### config.mk
export PLATFORM = sky130hd
export DESIGN_NAME = regfile_multiport
export DESIGN_NICKNAME = d
export VERILOG_FILES = /design/src/rtl/regfile_multiport.sv
export SDC_FILE = /design/constraint.sdc
export NUM_CORES = 2
export LEC_CHECK = 0
export BUFFER_PORTS_ARGS = -buffer_cell sky130_fd_sc_hd__buf_4
export CAP_MARGIN = 5
export CORE_UTILIZATION = 45
export DETAILED_ROUTE_END_ITERATION = 8
export PLACE_DENSITY = 0.58
export SLEW_MARGIN = 30
export SYNTH_ARGS = -nofsm -noshare
export SYNTH_HDL_FRONTEND = slang
export SYNTH_SLANG_ARGS = --single-unit
export TNS_END_PERCENT = 100
### constraint.sdc
create_clock -name clk -period 5.7 [get_ports clk]
set_clock_uncertainty 0.2 [all_clocks]
set_input_delay 0.57 -clock clk [delete_from_list [all_inputs] [get_ports clk]]
set_output_delay 0.57 -clock clk [all_outputs]
set_load 0.01 [all_outputs]
### src/rtl/regfile_multiport.sv
// regfile_multiport: architectural register file for the pipelined Y86-64 core.
//
// Two combinational read ports (srca/srcb) with same-cycle bypass of the
// writes that will land at the next edge, two write ports (E from execute,
// M from memory, M wins on a shared destination) and a dump engine that
// streams every stored register out, one per cycle, for debug checking.
//
// Ports:
//   clk, rst_n          clock (posedge) and asynchronous active-low reset
//   srca, srcb          read register IDs
//   vala, valb          read data (combinational, bypassed)
//   wr_en               global write enable (0 = bubble/stall)
//   dste, vale          E-port destination ID and data
//   dstm, valm          M-port destination ID and data
//   dump_req            start a full-file dump (ignored while one is running)
//   dump_busy           dump in progress
//   dump_valid          dump_idx/dump_data valid this cycle
//   dump_idx            index being dumped
//   dump_data           stored (unbypassed) contents of reg[dump_idx], else 0
module regfile_multiport #(
  parameter int                  DATA_W   = 64,
  parameter int                  NREG     = 15,
  parameter int                  ADDR_W   = 4,
  parameter logic [ADDR_W-1:0]   RNONE    = 4'hF,
  parameter logic [ADDR_W-1:0]   RSP_IDX  = 4'd4,
  parameter logic [DATA_W-1:0]   RSP_INIT = 64'd4
) (
  input  logic              clk,
  input  logic              rst_n,
  input  logic [ADDR_W-1:0] srca,
  input  logic [ADDR_W-1:0] srcb,
  output logic [DATA_W-1:0] vala,
  output logic [DATA_W-1:0] valb,
  input  logic              wr_en,
  input  logic [ADDR_W-1:0] dste,
  input  logic [DATA_W-1:0] vale,
  input  logic [ADDR_W-1:0] dstm,
  input  logic [DATA_W-1:0] valm,
  input  logic              dump_req,
  output logic              dump_busy,
  output logic              dump_valid,
  output logic [ADDR_W-1:0] dump_idx,
  output logic [DATA_W-1:0] dump_data
);

  typedef enum logic {
    IDLE = 1'b0,
    SCAN = 1'b1
  } state_t;

  localparam logic [ADDR_W-1:0] LAST_IDX = ADDR_W'(NREG - 1);

  logic [DATA_W-1:0] regs_r [NREG];
  state_t            state_r;
  state_t            state_s;
  logic [ADDR_W-1:0] idx_r;
  logic [ADDR_W-1:0] idx_s;
  logic              we_e_s;
  logic              we_m_s;

  // An ID addresses storage only if it is not RNONE and is inside the file.
  function automatic logic id_ok(input logic [ADDR_W-1:0] id);
    return (id != RNONE) && (int'(id) < NREG);
  endfunction

  // Read priority: invalid ID -> 0, then M bypass, then E bypass, then storage.
  // M is checked first so the bypass matches what the M-over-E write stores.
  function automatic logic [DATA_W-1:0] read_port(
    input logic [ADDR_W-1:0] src,
    input logic [DATA_W-1:0] stored
  );
    if (!id_ok(src)) begin
      return '0;
    end else if (wr_en && (src == dstm)) begin
      return valm;
    end else if (wr_en && (src == dste)) begin
      return vale;
    end else begin
      return stored;
    end
  endfunction

  assign we_e_s = wr_en && id_ok(dste);
  assign we_m_s = wr_en && id_ok(dstm);

  // Register storage: reset image, then E write followed by M write so M wins.
  always_ff @(posedge clk or negedge rst_n) begin
    if (!rst_n) begin
      for (int i = 0; i < NREG; i++) begin
        regs_r[i] <= (i == int'(RSP_IDX)) ? RSP_INIT : DATA_W'(i);
      end
    end else begin
      if (we_e_s) begin
        regs_r[dste] <= vale;
      end
      if (we_m_s) begin
        regs_r[dstm] <= valm;
      end
    end
  end

  // Combinational read ports; stored value is only indexed when the ID is valid.
  always_comb begin
    vala = '0;
    valb = '0;
    vala = read_port(srca, id_ok(srca) ? regs_r[srca] : '0);
    valb = read_port(srcb, id_ok(srcb) ? regs_r[srcb] : '0);
  end

  // Dump FSM state and index registers.
  always_ff @(posedge clk or negedge rst_n) begin
    if (!rst_n) begin
      state_r <= IDLE;
      idx_r   <= '0;
    end else begin
      state_r <= state_s;
      idx_r   <= idx_s;
    end
  end

  // Dump FSM next state: a request is honoured only from IDLE, so a held
  // request leaves one IDLE cycle between consecutive scans.
  always_comb begin
    state_s = state_r;
    idx_s   = idx_r;
    case (state_r)
      IDLE: begin
        if (dump_req) begin
          state_s = SCAN;
          idx_s   = '0;
        end else begin
          state_s = IDLE;
        end
      end
      SCAN: begin
        if (idx_r == LAST_IDX) begin
          state_s = IDLE;
          idx_s   = '0;
        end else begin
          idx_s = idx_r + {{(ADDR_W-1){1'b0}}, 1'b1};
        end
      end
      default: begin
        state_s = IDLE;
        idx_s   = '0;
      end
    endcase
  end

  // Dump outputs: stored contents only (no bypass), zero when not scanning.
  always_comb begin
    dump_busy  = (state_r == SCAN);
    dump_valid = (state_r == SCAN);
    dump_idx   = idx_r;
    if (state_r == SCAN) begin
      dump_data = regs_r[idx_r];
    end else begin
      dump_data = '0;
    end
  end

endmodule

Word level (Yosys, flattened, before mapping)
Cells that the tools add are included.

Reduce and logical (&&, ||, !) cells: 12. Bitwise logic cells: 6. Equality and inequality tests: 10. Order comparisons: 11. Add/sub/neg operators: 1. Mux-type cells: 30.

Operator list (count): $bwmux W960 (2); $mux W960 (2); $mux W64 (15); $bmux W64 S4 (3); $demux W64 S4 (2); $ge A5 B5 Y1 const B (5); $not A4 Y5 (5); $eq A4 B4 Y1 (4); $lt A4 B4 Y1 const B (4); $ne A4 B4 Y1 const B (4); $logic_and A1 B1 Y1 (12); $lt A5 B1 Y1 const B (2); $mux W4 (2); $pmux W4 S2 (1); $add A4 B1 Y4 const B (1); $eq A4 B4 Y1 const B (1); $mux W1 (2); $ne A2 B2 Y1 const B (1); $pmux W1 S2 (1); $not A1 Y1 (1).

Output and inout port bits: 198. Register bits after elaboration: 965. Bits of input ports: 148. Logic and storage cells: 87.

Depth between registers and ports, before layout
Word-level depth: 9. Gate-level depth with buffers: 11. Gate-level depth less buffers: 7.

Least setup slack after synthesis
Ideal clock, no wire load.

Kind: input -> output. Start: input dstm[2]. End: output vala[4]. Required time: 4.930 ns. Path slack: 2.614 ns. Buffers on the path: 3. Stages on the path: 8. Arrival time: 2.316 ns. Cell sequence: buf_2 xor2_1 nor3_2 and3_1 buf_4 buf_2 nor3_1 a2111oi_0.

Cells in the longest elaborated chain, start to end: 4.

RTL lines: start, declared (RTL line 37) `input logic [ADDR_W-1:0] dstm,`; $eq A4 B4 Y1 (RTL line 74) `end else if (wr_en && (src == dstm)) begin`; $logic_and A1 B1 Y1 (RTL line 74); $mux W64 (RTL line 74); $mux W64 (RTL line 72) `if (!id_ok(src)) begin`; end, declared (RTL line 32) `output logic [DATA_W-1:0] vala,`.

No other way between the ends.

Final worst setup path
Start: input srcb[3]. End: output valb[63].

Cells in the longest elaborated chain, start to end: 7. Elaborated cells between the ends (all ways): 14. Those cells by class: 1 x order compare; 3 x eq/ne; 6 x mux; 1 x bitwise; 3 x reduce/logical.

RTL lines: start, declared (RTL line 31) `input logic [ADDR_W-1:0] srcb,`; $not A4 Y5 (not written as such) (RTL line 107) `valb = read_port(srcb, id_ok(srcb) ? regs_r[srcb] : '0);`; $bmux W64 S4 (RTL line 107); $mux W64 (not written as such) (2 in series) (RTL line 107); $mux W64 (RTL line 76) `end else if (wr_en && (src == dste)) begin`; $mux W64 (RTL line 74); $mux W64 (*) (RTL line 72); end, declared (RTL line 33) `output logic [DATA_W-1:0] valb,`.

Every way passes the cells marked *; elsewhere a longest branch is shown, timed or not. The select of a mux whose other input is x is not followed.

==> flow_summary.yaml <==
floorplan:
  die_h_um: 399
  start_util: 0.453
  fp.dieW_um: 399
  dieArea_sq_mm: 0.159
  core_sq_mm: 0.156
  row_count: 145
  num_io_pins: 346
worst_setup_path:
  cp-startpoint: "srcb[3]"
  slowest_stage: "and3_4"
  worst-setup-path-type: "input pin to output pin"
  endpoint_kind: "output pin"
  slowest_delay_ns: 0.92
  required_ns: 4.93
  crit_path_max_fanout: 36
  critPathLaunchType: "input pin"
  crit_arrival_ns: 4.00
  crit_top_cell: "nor3_1"
  r2r_cells: 6
  path_cells: "buf_6 -> xor2_1 -> nor3_1 -> and3_4 -> buf_12 -> nor3_1 -> a221oi_1 -> buf_4"
  r2r_slack_ns: 3.25
  reg2reg_from: "dump_idx[3]"
  reg2reg_to: "dump_idx[2]"
clock_network:
  cts_sinks: 965
  cts_setup_buffers: 0
  cts_buffer_depth: 3
  cts.reportedPaths.clkPinSlew_ns: 0.06
  worst_skew_pair.late_latency_ns: 0.77
  root_buffer: "clkbuf_16"
  cts_tree: "yes"
  cts_buffers: 117
  htree_levels: 3
yosys:
  syn_area_sq_mm: 0.0708
  syn-num-nets: 7987
  synth_edf_count: 0
  ys_ff_latch: 965
  ys_seq_area_frac: 0.342
  synth.distinct_cells: 52
  ys_warn_count: 0
  async_flop_share: 1.00
  synth-main-ff-cell: "dfrtp_1"
  postSynthAreaPerCell_sq_um: 9.03
  syn_inst: 7837
timing:
  max_freq_mhz: 210
  fin_setup_tns_ns: 0
  maxSlewViolCount: 0
  relSlewSlack: 0.273
  rsz0062_at_grt: "false"
  finalCriticalPeriod_ns: 4.77
  final-setup-viol-count: 0
  max_slew.worst_pin.slew_ns: 1.09
  hold_viol: 0
  period_share: 0.837
status:
  violations: "design-rule violations"
  outcome: "finished, violations left"
grt:
  grt-ovfl-total: 0
  grt_max_degree: 133
  grtUsageTotal: 0.390
  grt_pass1_wl_mm: 453
  grt_pass1_vias: 63063
  antenna_found_initial: 15
cells_and_area:
  nets: 7875
  syn_to_final_growth_pct: 13.2
  drive_gt1_frac: 0.172
  final_cell_area_sq_mm: 0.0801
detailed_routing:
  drc: 1
  wl_per_cell_um: 31.9
  routed_wl_mm: 316
  drt_iter0_markers: 9960
  dr.pass1.iters: 9
  vias_per_cell: 6.80
  ant_nets: 0
  vias: 67274
placed_design:
  hpwl_mm: 179
  dpl_cell_area_sq_mm: 0.0742
  gp_congestion: 0.899
  numPortBuffers: 345
worst_hold_path:
  worstHoldStart: "vale[16]"
  hold_class: "input pin to flop"
  worst_hold_path.endpoint: "regs_r[336]"
  whs_path_depth: 3
job:
  drv_cap: 0
power_and_ir_drop:
  p_per_area_mw_per_mm2: 408
  leakagePower_uw: 0.0323
  ir_worst_vdd_uv: 409
==> power breakdown <==
group	switching (uW)	internal [uW]	leakage, uW
clock network	3360	4730	0.00200
registers	2200	8600	0.0115
logic	6740	7030	0.0187
total	12300	20400	0.0323
==> metal layers <==
layer / global-route usage / vias up / routed length (um)
li1: - / 27943 / -
met1: 0.539 / 33143 / 123000
met2: 0.568 / 5208 / 135000
met3: 0.106 / 974 / 41900
met4: 0.182 / 6 / 16200
met5: 0 / - / 34
==> cell families after synthesis <==
group           Yosys count  share of synthesized area
simple gates           2315                      0.132
compound gates         2000                      0.155
mux                    1535                      0.308
buf+inv                1004                     0.0612
flops                   965                      0.342
xor+xnor                 16                    0.00198
fa+ha+maj                 2                   0.000354
==> registers in the layout, indices dropped and copies added, names as in the netlist <==
name       cells
regs_r       960
dump_idx       4
dump_busy      1
==> critical path, delay by kind of cell <==
| family | cells | cell delay (ns) |
|---|---|---|
| AOI/OAI and AO/OA | 1 | 0.81 |
| buffers and inverters | 3 | 1.00 |
| xor gates and xnor gates | 1 | 0.13 |
| and+or+nand+nor | 3 | 1.45 |
==> worst max path at each step <==
stage                               end  slack [ns]  cells after the start
after floorplan                 vala[4]        2.61                      8
after global placement          vala[2]        1.13                     10
after detailed placement       valb[63]        1.16                      8
after CTS                 dump_data[60]        1.13                      5
after global routing            valb[2]        0.89                      8
final                          valb[63]        0.93                      8
==> area by class of cell <==
type | instances | area (sq um)
clock buffer | 165 | 3370
antenna | 8 | 20.0
tap | 2058 | 2570
inverter | 66 | 248
fill | 14278 | 76100
clock inverter | 55 | 656
multi-input combinational | 5868 | 42600
timing repair buffer | 707 | 6490
sequential | 965 | 24200
==> synth_stat cells, drive strengths merged, types with 2 or more instances <==
cell / instances / area (sq um)
dfstp: 28 / 736
xor2: 11 / 96.3
nor3: 194 / 976
clkbuf: 566 / 2130
nor2: 1173 / 4450
nor2b: 5 / 31.3
nor4: 3 / 18.8
nand4: 6 / 37.5
or3: 3 / 18.8
and3b: 3 / 26.3
ha: 2 / 25.0
dfrtp: 937 / 23400
nand3: 26 / 130
o22ai: 127 / 795
nor3b: 2 / 20.0
a221oi: 63 / 552
xnor2: 5 / 43.8
a2111oi: 64 / 734
and3: 3 / 18.8
mux2i: 1022 / 10200
buf: 372 / 1950
or2: 3 / 18.8
and4: 2 / 17.5
nand3b: 5 / 37.5
inv: 66 / 248
nand2: 813 / 3050
nand2b: 7 / 43.8
a31oi: 120 / 751
o21ai: 772 / 3860
mux4: 513 / 11600
a21oi: 848 / 4240
and2: 65 / 407
==> repair_timing <==
item,in CTS,in global routing
gates resized for setup,0,0
hold endpoints to repair,983,0
hold buffers,175,0
==> metrics by stage <==
| stage | cells | util | total power (uW) | setup WS, ns | hold slack (ns) |
|---|---|---|---|---|---|
| 2_1_floorplan | 7837 | - | 19000 | 2.61 | 0.0744 |
| 3_3_place_gp | 9483 | 0.475 | 23800 | 1.13 | 0.291 |
| 3_5_place_dp | 9485 | 0.475 | 24100 | 1.16 | 0.302 |
| 4_1_cts | 9880 | 0.512 | 32300 | 1.13 | 0.0133 |
| 5_1_grt | 9885 | 0.513 | 33900 | 0.895 | 0.0730 |
| 6_report | 9892 | 0.513 | 32700 | 0.932 | 0.0511 |
==> placed cells by master (no fill, tap or decap), types with 20 or more instances in the layout <==
cell type      synthesis  routed
a221oi_1              63      63
nor2_1              1166    1165
a31oi_1              120     120
clkinv_2               0      32
o21ai_0              615     615
mux2i_1             1022    1022
buf_12                 0      53
a2111oi_2             21      24
nand2_1              813     808
a2111oi_1             34      36
nor3_1               193     192
a21oi_1              848     848
clkbuf_1             565      24
inv_1                 66      66
clkbuf_16              0     119
and2_1                65      64
nand3_1               26      20
dlygate4sd3_1          0     175
o22ai_1              127     127
clkbuf_8               0      22
dfrtp_1              937     932
buf_4                 44     465
dfstp_2               28      28
mux4_2               513     513
o21ai_1              157     157
Note: power is estimated with default switching activity, not from simulation.
